**config.mk**
```make
export PLATFORM = sky130hd
export DESIGN_NAME = codifica_hamming_tx
export DESIGN_NICKNAME = d
export VERILOG_FILES = /design/src/rtl/codifica_hamming_tx_pkg.sv /design/src/rtl/codifica_hamming_tx_gera_hamming.sv /design/src/rtl/codifica_hamming_tx.sv
export SDC_FILE = /design/constraint.sdc
export NUM_CORES = 1
export LEC_CHECK = 0
export CORE_ASPECT_RATIO = 0.9
export CORE_MARGIN = 3
export CORE_UTILIZATION = 35
export DETAILED_ROUTE_END_ITERATION = 8
export HOLD_SLACK_MARGIN = 0.05
export PLACE_DENSITY = 0.58
export RECOVER_POWER = 50
export SLEW_MARGIN = 0
export SYNTH_ARGS = -nofsm -noshare
export SYNTH_HDL_FRONTEND = slang
export SYNTH_SLANG_ARGS = --single-unit
```
**constraint.sdc**
```tcl
create_clock -name i_clk -period 1.95 [get_ports i_clk]
set_input_delay 0.39 -clock i_clk [delete_from_list [all_inputs] [get_ports i_clk]]
set_output_delay 0.39 -clock i_clk [all_outputs]
set_load 0.01 [all_outputs]
```
**src/rtl/codifica_hamming_tx_pkg.sv**
```systemverilog
// Shared definitions for the Hamming(15,11) transmitter and its corrector.
// Codeword vector index i holds Hamming position i+1.
package codifica_hamming_tx_pkg;

    localparam int LARG_DADO = 11;
    localparam int LARG_COD  = 15;
    localparam int LARG_POS  = 4;
    localparam int LARG_CNT  = 4;

    // Parity bit locations inside the codeword vector
    localparam int IDX_P1 = 0;
    localparam int IDX_P2 = 1;
    localparam int IDX_P4 = 3;
    localparam int IDX_P8 = 7;

    // Last bit counter value of a frame
    localparam logic [LARG_CNT-1:0] CNT_ULTIMO = 4'd14;

    typedef enum logic {
        OCIOSO    = 1'b0,
        TRANSMITE = 1'b1
    } estado_t;

    // Codeword vector index holding data bit i (d0..d10)
    function automatic logic [LARG_POS-1:0] idx_dado(input int i);
        logic [LARG_POS-1:0] idx;
        case (i)
            0:       idx = 4'd2;
            1:       idx = 4'd4;
            2:       idx = 4'd5;
            3:       idx = 4'd6;
            4:       idx = 4'd8;
            5:       idx = 4'd9;
            6:       idx = 4'd10;
            7:       idx = 4'd11;
            8:       idx = 4'd12;
            9:       idx = 4'd13;
            default: idx = 4'd14;
        endcase
        return idx;
    endfunction

    // Syndrome of a received codeword: position of the flipped bit, 0 if clean
    function automatic logic [LARG_POS-1:0] sindrome(input logic [LARG_COD-1:0] cod);
        logic [LARG_POS-1:0] s;
        s = '0;
        for (int i = 0; i < LARG_COD; i++) begin
            if (cod[i]) begin
                s = s ^ LARG_POS'(i + 1);
            end
        end
        return s;
    endfunction

    // Gathers the data bits back out of a codeword
    function automatic logic [LARG_DADO-1:0] extrai_dado(input logic [LARG_COD-1:0] cod);
        logic [LARG_DADO-1:0] d;
        d = '0;
        for (int i = 0; i < LARG_DADO; i++) begin
            d[i] = cod[idx_dado(i)];
        end
        return d;
    endfunction

endpackage

```
**src/rtl/codifica_hamming_tx_gera_hamming.sv**
```systemverilog
// Combinational Hamming(15,11) encoder with optional single-bit flip.
module codifica_hamming_tx_gera_hamming
    import codifica_hamming_tx_pkg::*;
(
    input  logic [LARG_DADO-1:0] i_dado,
    input  logic [LARG_POS-1:0]  i_injeta_erro,
    output logic [LARG_COD-1:0]  o_palavra
);

    logic [LARG_COD-1:0] w_base;
    logic [LARG_COD-1:0] w_mascara;

    // Scatter data into its slots, then fill the four parity slots
    always_comb begin
        w_base = '0;
        for (int i = 0; i < LARG_DADO; i++) begin
            w_base[idx_dado(i)] = i_dado[i];
        end
        w_base[IDX_P1] = w_base[2] ^ w_base[4] ^ w_base[6] ^ w_base[8]
                       ^ w_base[10] ^ w_base[12] ^ w_base[14];
        w_base[IDX_P2] = w_base[2] ^ w_base[5] ^ w_base[6] ^ w_base[9]
                       ^ w_base[10] ^ w_base[13] ^ w_base[14];
        w_base[IDX_P4] = w_base[4] ^ w_base[5] ^ w_base[6] ^ w_base[11]
                       ^ w_base[12] ^ w_base[13] ^ w_base[14];
        w_base[IDX_P8] = w_base[8] ^ w_base[9] ^ w_base[10] ^ w_base[11]
                       ^ w_base[12] ^ w_base[13] ^ w_base[14];
    end

    // One-hot flip mask; position 0 selects nothing
    always_comb begin
        w_mascara = '0;
        for (int i = 0; i < LARG_COD; i++) begin
            w_mascara[i] = (i_injeta_erro == LARG_POS'(i + 1));
        end
    end

    assign o_palavra = w_base ^ w_mascara;

endmodule

```
**src/rtl/codifica_hamming_tx.sv**
```systemverilog
// Hamming(15,11) serial transmitter: encodes accepted words and shifts them
// out LSB first, with a one-word holding buffer for gapless frames.
//
// Handshake: a word transfers on a rising edge where i_dado_valido and
// o_dado_pronto are both high. o_dado_pronto depends only on the buffer
// state (and reset), never on i_dado_valido. While o_dado_pronto is low the
// upstream must hold i_dado/i_injeta_erro stable; they are not sampled.
module codifica_hamming_tx
    import codifica_hamming_tx_pkg::*;
(
    input  logic                 i_clk,
    input  logic                 i_rst,
    input  logic [LARG_DADO-1:0] i_dado,
    input  logic [LARG_POS-1:0]  i_injeta_erro,
    input  logic                 i_dado_valido,
    output logic                 o_dado_pronto,
    output logic                 o_serial_out,
    output logic                 o_serial_valido,
    output logic                 o_inicio_quadro,
    output logic [LARG_COD-1:0]  o_palavra,
    output estado_t              o_estado
);

    estado_t             r_estado;
    logic [LARG_CNT-1:0] r_cnt;
    logic [LARG_COD-1:0] r_shift;
    logic [LARG_COD-1:0] r_palavra;
    logic [LARG_COD-1:0] r_buf;
    logic                r_buf_cheio;

    estado_t             w_estado_prox;
    logic [LARG_CNT-1:0] w_cnt_prox;
    logic [LARG_COD-1:0] w_shift_prox;
    logic [LARG_COD-1:0] w_palavra_prox;
    logic [LARG_COD-1:0] w_buf_prox;
    logic                w_buf_cheio_prox;

    logic [LARG_COD-1:0] w_codificado;
    logic                w_transfere;

    codifica_hamming_tx_gera_hamming u_gera_hamming (
        .i_dado        (i_dado),
        .i_injeta_erro (i_injeta_erro),
        .o_palavra     (w_codificado)
    );

    assign o_dado_pronto = !r_buf_cheio && !i_rst;
    assign w_transfere   = i_dado_valido && o_dado_pronto;

    // State, counter, shift register, frame copy and holding buffer
    always_ff @(posedge i_clk or posedge i_rst) begin
        if (i_rst) begin
            r_estado    <= OCIOSO;
            r_cnt       <= '0;
            r_shift     <= '0;
            r_palavra   <= '0;
            r_buf       <= '0;
            r_buf_cheio <= 1'b0;
        end else begin
            r_estado    <= w_estado_prox;
            r_cnt       <= w_cnt_prox;
            r_shift     <= w_shift_prox;
            r_palavra   <= w_palavra_prox;
            r_buf       <= w_buf_prox;
            r_buf_cheio <= w_buf_cheio_prox;
        end
    end

    // Next-state: start frames, shift bits, chain buffered frames at cnt 14
    always_comb begin
        w_estado_prox    = r_estado;
        w_cnt_prox       = r_cnt;
        w_shift_prox     = r_shift;
        w_palavra_prox   = r_palavra;
        w_buf_prox       = r_buf;
        w_buf_cheio_prox = r_buf_cheio;
        case (r_estado)
            OCIOSO: begin
                if (w_transfere) begin
                    w_estado_prox  = TRANSMITE;
                    w_cnt_prox     = '0;
                    w_shift_prox   = w_codificado;
                    w_palavra_prox = w_codificado;
                end
            end
            TRANSMITE: begin
                if (r_cnt == CNT_ULTIMO) begin
                    w_cnt_prox = '0;
                    if (r_buf_cheio) begin
                        // buffered word follows with no idle cycle
                        w_shift_prox     = r_buf;
                        w_palavra_prox   = r_buf;
                        w_buf_cheio_prox = 1'b0;
                    end else if (w_transfere) begin
                        // word arriving on the last edge goes straight out
                        w_shift_prox   = w_codificado;
                        w_palavra_prox = w_codificado;
                    end else begin
                        w_estado_prox  = OCIOSO;
                        w_shift_prox   = '0;
                        w_palavra_prox = '0;
                    end
                end else begin
                    w_cnt_prox   = r_cnt + 4'd1;
                    w_shift_prox = {1'b0, r_shift[LARG_COD-1:1]};
                    if (w_transfere) begin
                        w_buf_prox       = w_codificado;
                        w_buf_cheio_prox = 1'b1;
                    end
                end
            end
            default: begin
                w_estado_prox = OCIOSO;
            end
        endcase
    end

    assign o_serial_valido = (r_estado == TRANSMITE);
    assign o_serial_out    = o_serial_valido && r_shift[0];
    assign o_inicio_quadro = o_serial_valido && (r_cnt == '0);
    assign o_palavra       = r_palavra;
    assign o_estado        = r_estado;

endmodule
```
---- After elaboration in Yosys (flattened, before gate mapping) ----
Index checks and enable logic that the tools add are counted.
operators by class
  add/sub/neg operators ................... 1
  multiply operators ...................... 0
  divide/modulo/power cells ............... 0
  magnitude comparators ................... 0
  eq/ne operators ......................... 18
  shift-type cells ........................ 0
  multiplexer cells ....................... 16
  bitwise gates (word level) .............. 27
  reductions and logical operators ........ 11
operators by type and width
  kind                                                                     number
  15-bit two-way mux                                                       5
  15-bit one-hot mux with 2 select lines                                   2
  4-bit == test, second input constant                                     9
  1-bit bitwise XOR                                                        24
  4-bit by 3-bit == test with 1-bit output, second input constant          4
  15-bit bitwise XOR                                                       1
  4-bit by 2-bit == test with 1-bit output, second input constant          2
  4-bit two-way mux                                                        2
  4-bit one-hot mux with 2 select lines                                    1
  1-bit two-way mux                                                        5
  4-bit by 1-bit adder with 4-bit output, second input constant            1
  4-bit by 1-bit == test with 1-bit output, second input constant          1
  1-bit logical AND                                                        4
  4-bit zero test                                                          1
  2-bit AND reduction                                                      2
  3-bit AND reduction                                                      1
  1-bit zero test                                                          2
  2-bit by 1-bit inequality test with 1-bit output, second input constant  1
  2-bit inequality test, second input constant                             1
  1-bit inverter                                                           2
  1-bit one-hot mux with 2 select lines                                    1
  2-bit nonzero test                                                       1
storage, ports and cells
  register bits ........................... 51
  bits in latches ......................... 0
  bits in writable memories ............... 0
  bits in read-only memories .............. 0
  bits of input ports ..................... 18
  output and inout port bits .............. 20
  logic and storage cells ................. 79
  memories ................................ 0

---- Logic depth before layout (Yosys ltp) ----
  word-level depth ........................ 11
  gate-level depth with buffers ........... 9
  mapped depth without buffers ............ 7

---- Hierarchy ----
From an unflattened synthesis, not the netlist that was laid out.
unflattened totals
  cells, all modules ...................... 282
  area total of the unflattened synthesis .. 3050.4 µm²
by module, submodules not included
  module                            times used  cells an instance  area each (µm²)  seq. area each (µm²)
  codifica_hamming_tx               1           232                2620.0           1276.2
  codifica_hamming_tx_gera_hamming  1           50                 430.4            0.0

---- Worst setup path before layout ----
OpenSTA, ideal clock, no wires.
  path kind ............................... reg2reg
  start point ............................. register r_cnt[0]
  end point ............................... register r_buf[2]
  library setup time ...................... 0.135 ns
  arrival time ............................ 1.602 ns
  required time ........................... 1.815 ns
  slack ................................... 0.213 ns
  stages on the path, launching flop included .. 9
  buffers on the path ..................... 2
  clock period less this slack ............ 1.737 ns
  cells stage by stage .................... dfrtp_1 -> inv_1 -> ha_1 -> nand3_1 -> and2_2 -> buf_6 -> nand2_1 -> clkbuf_1 -> o21ai_0
between the ends
  word-level cells in the longest chain between the ends .. 3
ends and longest elaborated chain
  element                               line                       RTL
  from (decl)                           codifica_hamming_tx.sv:25  logic [LARG_CNT-1:0] r_cnt;
  from (signal assigned)                codifica_hamming_tx.sv:61  r_cnt <= w_cnt_prox;
  4-bit == test                         codifica_hamming_tx.sv:87  if (r_cnt == CNT_ULTIMO) begin
  1-bit inverter (no source line)       n/a
  3-bit AND reduction (no source line)  n/a
  to (signal assigned)                  codifica_hamming_tx.sv:64  r_buf <= w_buf_prox;
  to (decl)                             codifica_hamming_tx.sv:28  logic [LARG_COD-1:0] r_buf;
No other way between the ends.
A chain may end at the register's enable or synchronous reset.

---- Worst setup path in the final report ----
  start point ............................. register r_estado, in the netlist o_estado
  end point ............................... output o_serial_valido
RTL lines
  element                 line                       RTL
  from (decl)             codifica_hamming_tx.sv:24  estado_t r_estado;
  from (signal assigned)  codifica_hamming_tx.sv:60  r_estado <= w_estado_prox;
  to (decl)               codifica_hamming_tx.sv:18  output logic o_serial_valido,
No word-level cell between the ends.

==> flow_summary_export.csv <==
group,metric,value,unit
power,peakVddDrop,0.406,mV
global_route,grt-ovfl-total,0,
floorplanning,rows,30,
floorplanning,die_w,102,um
min_path,hold_path_class,"reg2reg",
power,p_leak,1.77,nW
critical_path,critPathRequiredTime,1.56,ns
clock_tree,clk_latency,0.30,ns
critical_path,endpoint,"o_serial_valido",
sta,min_period,1.90,ns
finish,fin_nets,405,
synth,synth-async-reset-ratio,100,%
drt,wl_per_cell,16.0,um
clock_tree,root_buffer,"clkbuf_8",
placement,io_buffer_count,37,
synth,synth-edff-count,0,
run_status,status,"finished clean",
global_route,grt_pass1_vias,2535,
synth,ys_top_cells_by_count,"dfrtp_1, a21oi_1, nand2_1, o21ai_0, nor2_1",
min_path,min_from,"o_palavra[14]",
critical_path,critPathLaunchType,"flip-flop",
sta,hold_viol,0,
job,cap_violations,0,
sta,finalSetupViolations,0,
critical_path,rrSetupSlack,0.18,ns
power,p_total,4.52,mW
sta,worst_pin_slew,0.723,ns
placement,place_congestion,0.824,
synth,yosys.area.top_type,"dfrtp_1",
drt,dr.first_iter.drc_count,165,
synth,ys.flop_type,"dfrtp_1",
drt,routed_wl,7.72,mm
sta,fin_crit_sh,97.5,%
critical_path,crit_path_cell_trace,"clkbuf_2, clkdlybuf4s50_1",
drt,ant_nets,0,
synth,yosysSeqAreaShare,43.8,%
finish,diodes,0,
power,power_per_cell_area,1180,nW/um2
finish,fin_area,3840,um2
critical_path,r2r_end,"r_buf[3]",
critical_path,timing.rr.start,"r_cnt[0]",
placement,dp_hpwl,5.79,mm
sta,finalMaxSlewViolations,0,
critical_path,end_kind,"output port",
drt,drc,0,
drt,viasPerCell,5.22,
clock_tree,cts-buffers-inserted,5,
placement,placed_area,3710,um2
synth,avgSynthCellArea,9.29,um2
clock_tree,cts_tree,"done",
critical_path,cp_slowest_cell,"clkdlybuf4s50_1",
drt,dr.pass1.iters,4,
floorplanning,die_h,92.6,um
global_route,antenna_found_initial,0,
synth,yosysWarnings,0,
sta,fmax,526,MHz
critical_path,criticalPathCategory,"reg2out",
synth,synth.most_common_cell,"dfrtp_1",
synth,synthTopCellsByArea,"dfrtp_1, a21oi_1, o21ai_0",
global_route,grtUsageTotal,17.6,%
sta,rsz0062_at_grt,"yes",
sta,slew_headroom,51.8,%
critical_path,critPathTopFamily,"buffers and inverters",
synth,synth_area,2920,um2
synth,synth_top_area_share,43.8,%
critical_path,path_buf_inv,2,
clock_tree,clock-sinks,51,
synth,netlist_instances,314,
clock_tree,cts.path.max_buffers,2,
critical_path,ff2ff_path_depth,7,
critical_path,setup.worst_path.start,"o_estado",
sta,fin_setup_tns,0,ns
critical_path,slowest_delay,0.59,ns
clock_tree,clk_pin_slew,0.09,ns
synth,ys_seq_elements,51,
drt,vias,2511,
clock_tree,cts_hold_buffers,0,
floorplanning,dieArea,9470,um2
floorplanning,start_util,37.4,%
finish,drive_gt1_share,19.2,%
critical_path,cp_max_fo,12,
critical_path,critPathArrivalTime,1.51,ns
clock_tree,cts_max_level,2,
sta,timing.hold.ws,0.476,ns
critical_path,crit_cells,2,
floorplanning,ioPinCount,38,
global_route,grt_pass1_wl,13.0,mm
floorplanning,core,7810,um2
synth,syn_nets,335,
global_route,grt_max_degree,42,
synth,synth.distinct_cells,35,
sta,skew,0.00875,ns
finish,syn_to_final_growth,31.7,%
-- worst min path at each step --
| stage | depth (start not counted) | endpoint | slack (ns) |
|---|---|---|---|
| after global routing | 2 | o_palavra[14] | 0.52 |
| after detailed placement | 2 | o_palavra[14] | 0.46 |
| final | 2 | o_palavra[14] | 0.48 |
| after CTS | 2 | o_palavra[14] | 0.48 |
| after global placement | 2 | o_palavra[14] | 0.46 |
| after floorplan | 2 | r_shift[14] | 0.45 |
-- sequential cells by signal, indices dropped and copies added, names as in the netlist --
signal and cells:
r_cnt 4, r_buf 15, o_estado 1, r_buf_cheio 1
o_palavra 15, r_shift 15
-- area by class of cell --
type / instances / area (um2)
Fill cell: 755 / 3970
Multi-Input combinational cell: 237 / 1550
Sequential cell: 51 / 1280
Timing Repair Buffer: 85 / 783
Tap cell: 96 / 120
Clock buffer: 8 / 100
Inverter: 4 / 15.0
-- where the power goes --
group / switching [mW] / internal (mW) / total (mW)
clock network: 0.341 / 0.325 / 0.665
registers: 0.314 / 1.50 / 1.81
logic: 1.02 / 1.02 / 2.04
total: 1.68 / 2.84 / 4.52
-- cell usage in the layout (no fill, tap or decap), drive strengths merged, types with 2 or more instances in the layout --
cell type,count
mux2,4
inv,4
nor4b,5
clkdlybuf4s50,26
nand4,2
xnor2,13
and4bb,6
xor2,11
nor2,28
clkbuf,13
o21ai,41
ha,3
and2,13
dfrtp,51
a221oi,4
xnor3,5
dlymetal6s2s,2
nand4b,4
nand2,40
a21oi,41
nand3,2
buf,43
a22oi,8
dlygate4sd2,7
o22ai,4
-- stage by stage --
stage                     cells  utilization (%)  worst slack (ns)
after floorplan             314                -             0.213
after global placement      473             47.6            -0.396
after detailed placement    473             47.6            -0.460
after CTS                   481             49.2            0.0201
after global routing        481             49.2           -0.0646
final                       481             49.2            0.0478
-- worst register-to-register path, stage by stage (launching register included) --
cell	delay, ns
dfrtp_1	0.39
inv_1	0.09
ha_1	0.17
nand3_1	0.11
and2_2	0.28
nand2_1	0.13
buf_12	0.16
mux2_1	0.34
-- metal layers --
| layer | GRT usage, % | wire length [um] | vias up |
|---|---|---|---|
| met4 | 4.04 | 79 | 0 |
| met3 | 2.33 | 431 | 6 |
| met5 | 0 | 0 | - |
| li1 | - | - | 1231 |
| met1 | 25.8 | 3620 | 1191 |
| met2 | 27.5 | 3590 | 83 |
-- cell families (layout without fill, tap and decap cells) --
kind of cell    Yosys count  in the layout  synth area share, %
compound gates           98             98                 18.6
flops                    51             51                 43.8
xor+xnor                 29             29                 11.4
buf+inv                  26             97                 4.93
simple gates            103            103                 18.5
fa+ha+maj                 3              3                 1.29
mux                       4              4                 1.54
-- timing repair --
item | in CTS | in global routing
gates resized for setup | 14 | 7
buffers inserted | 0 | 0
setup endpoints to repair | 9 | 6
pin swaps | 6 | 1
Power figures use the tool's default switching activity.
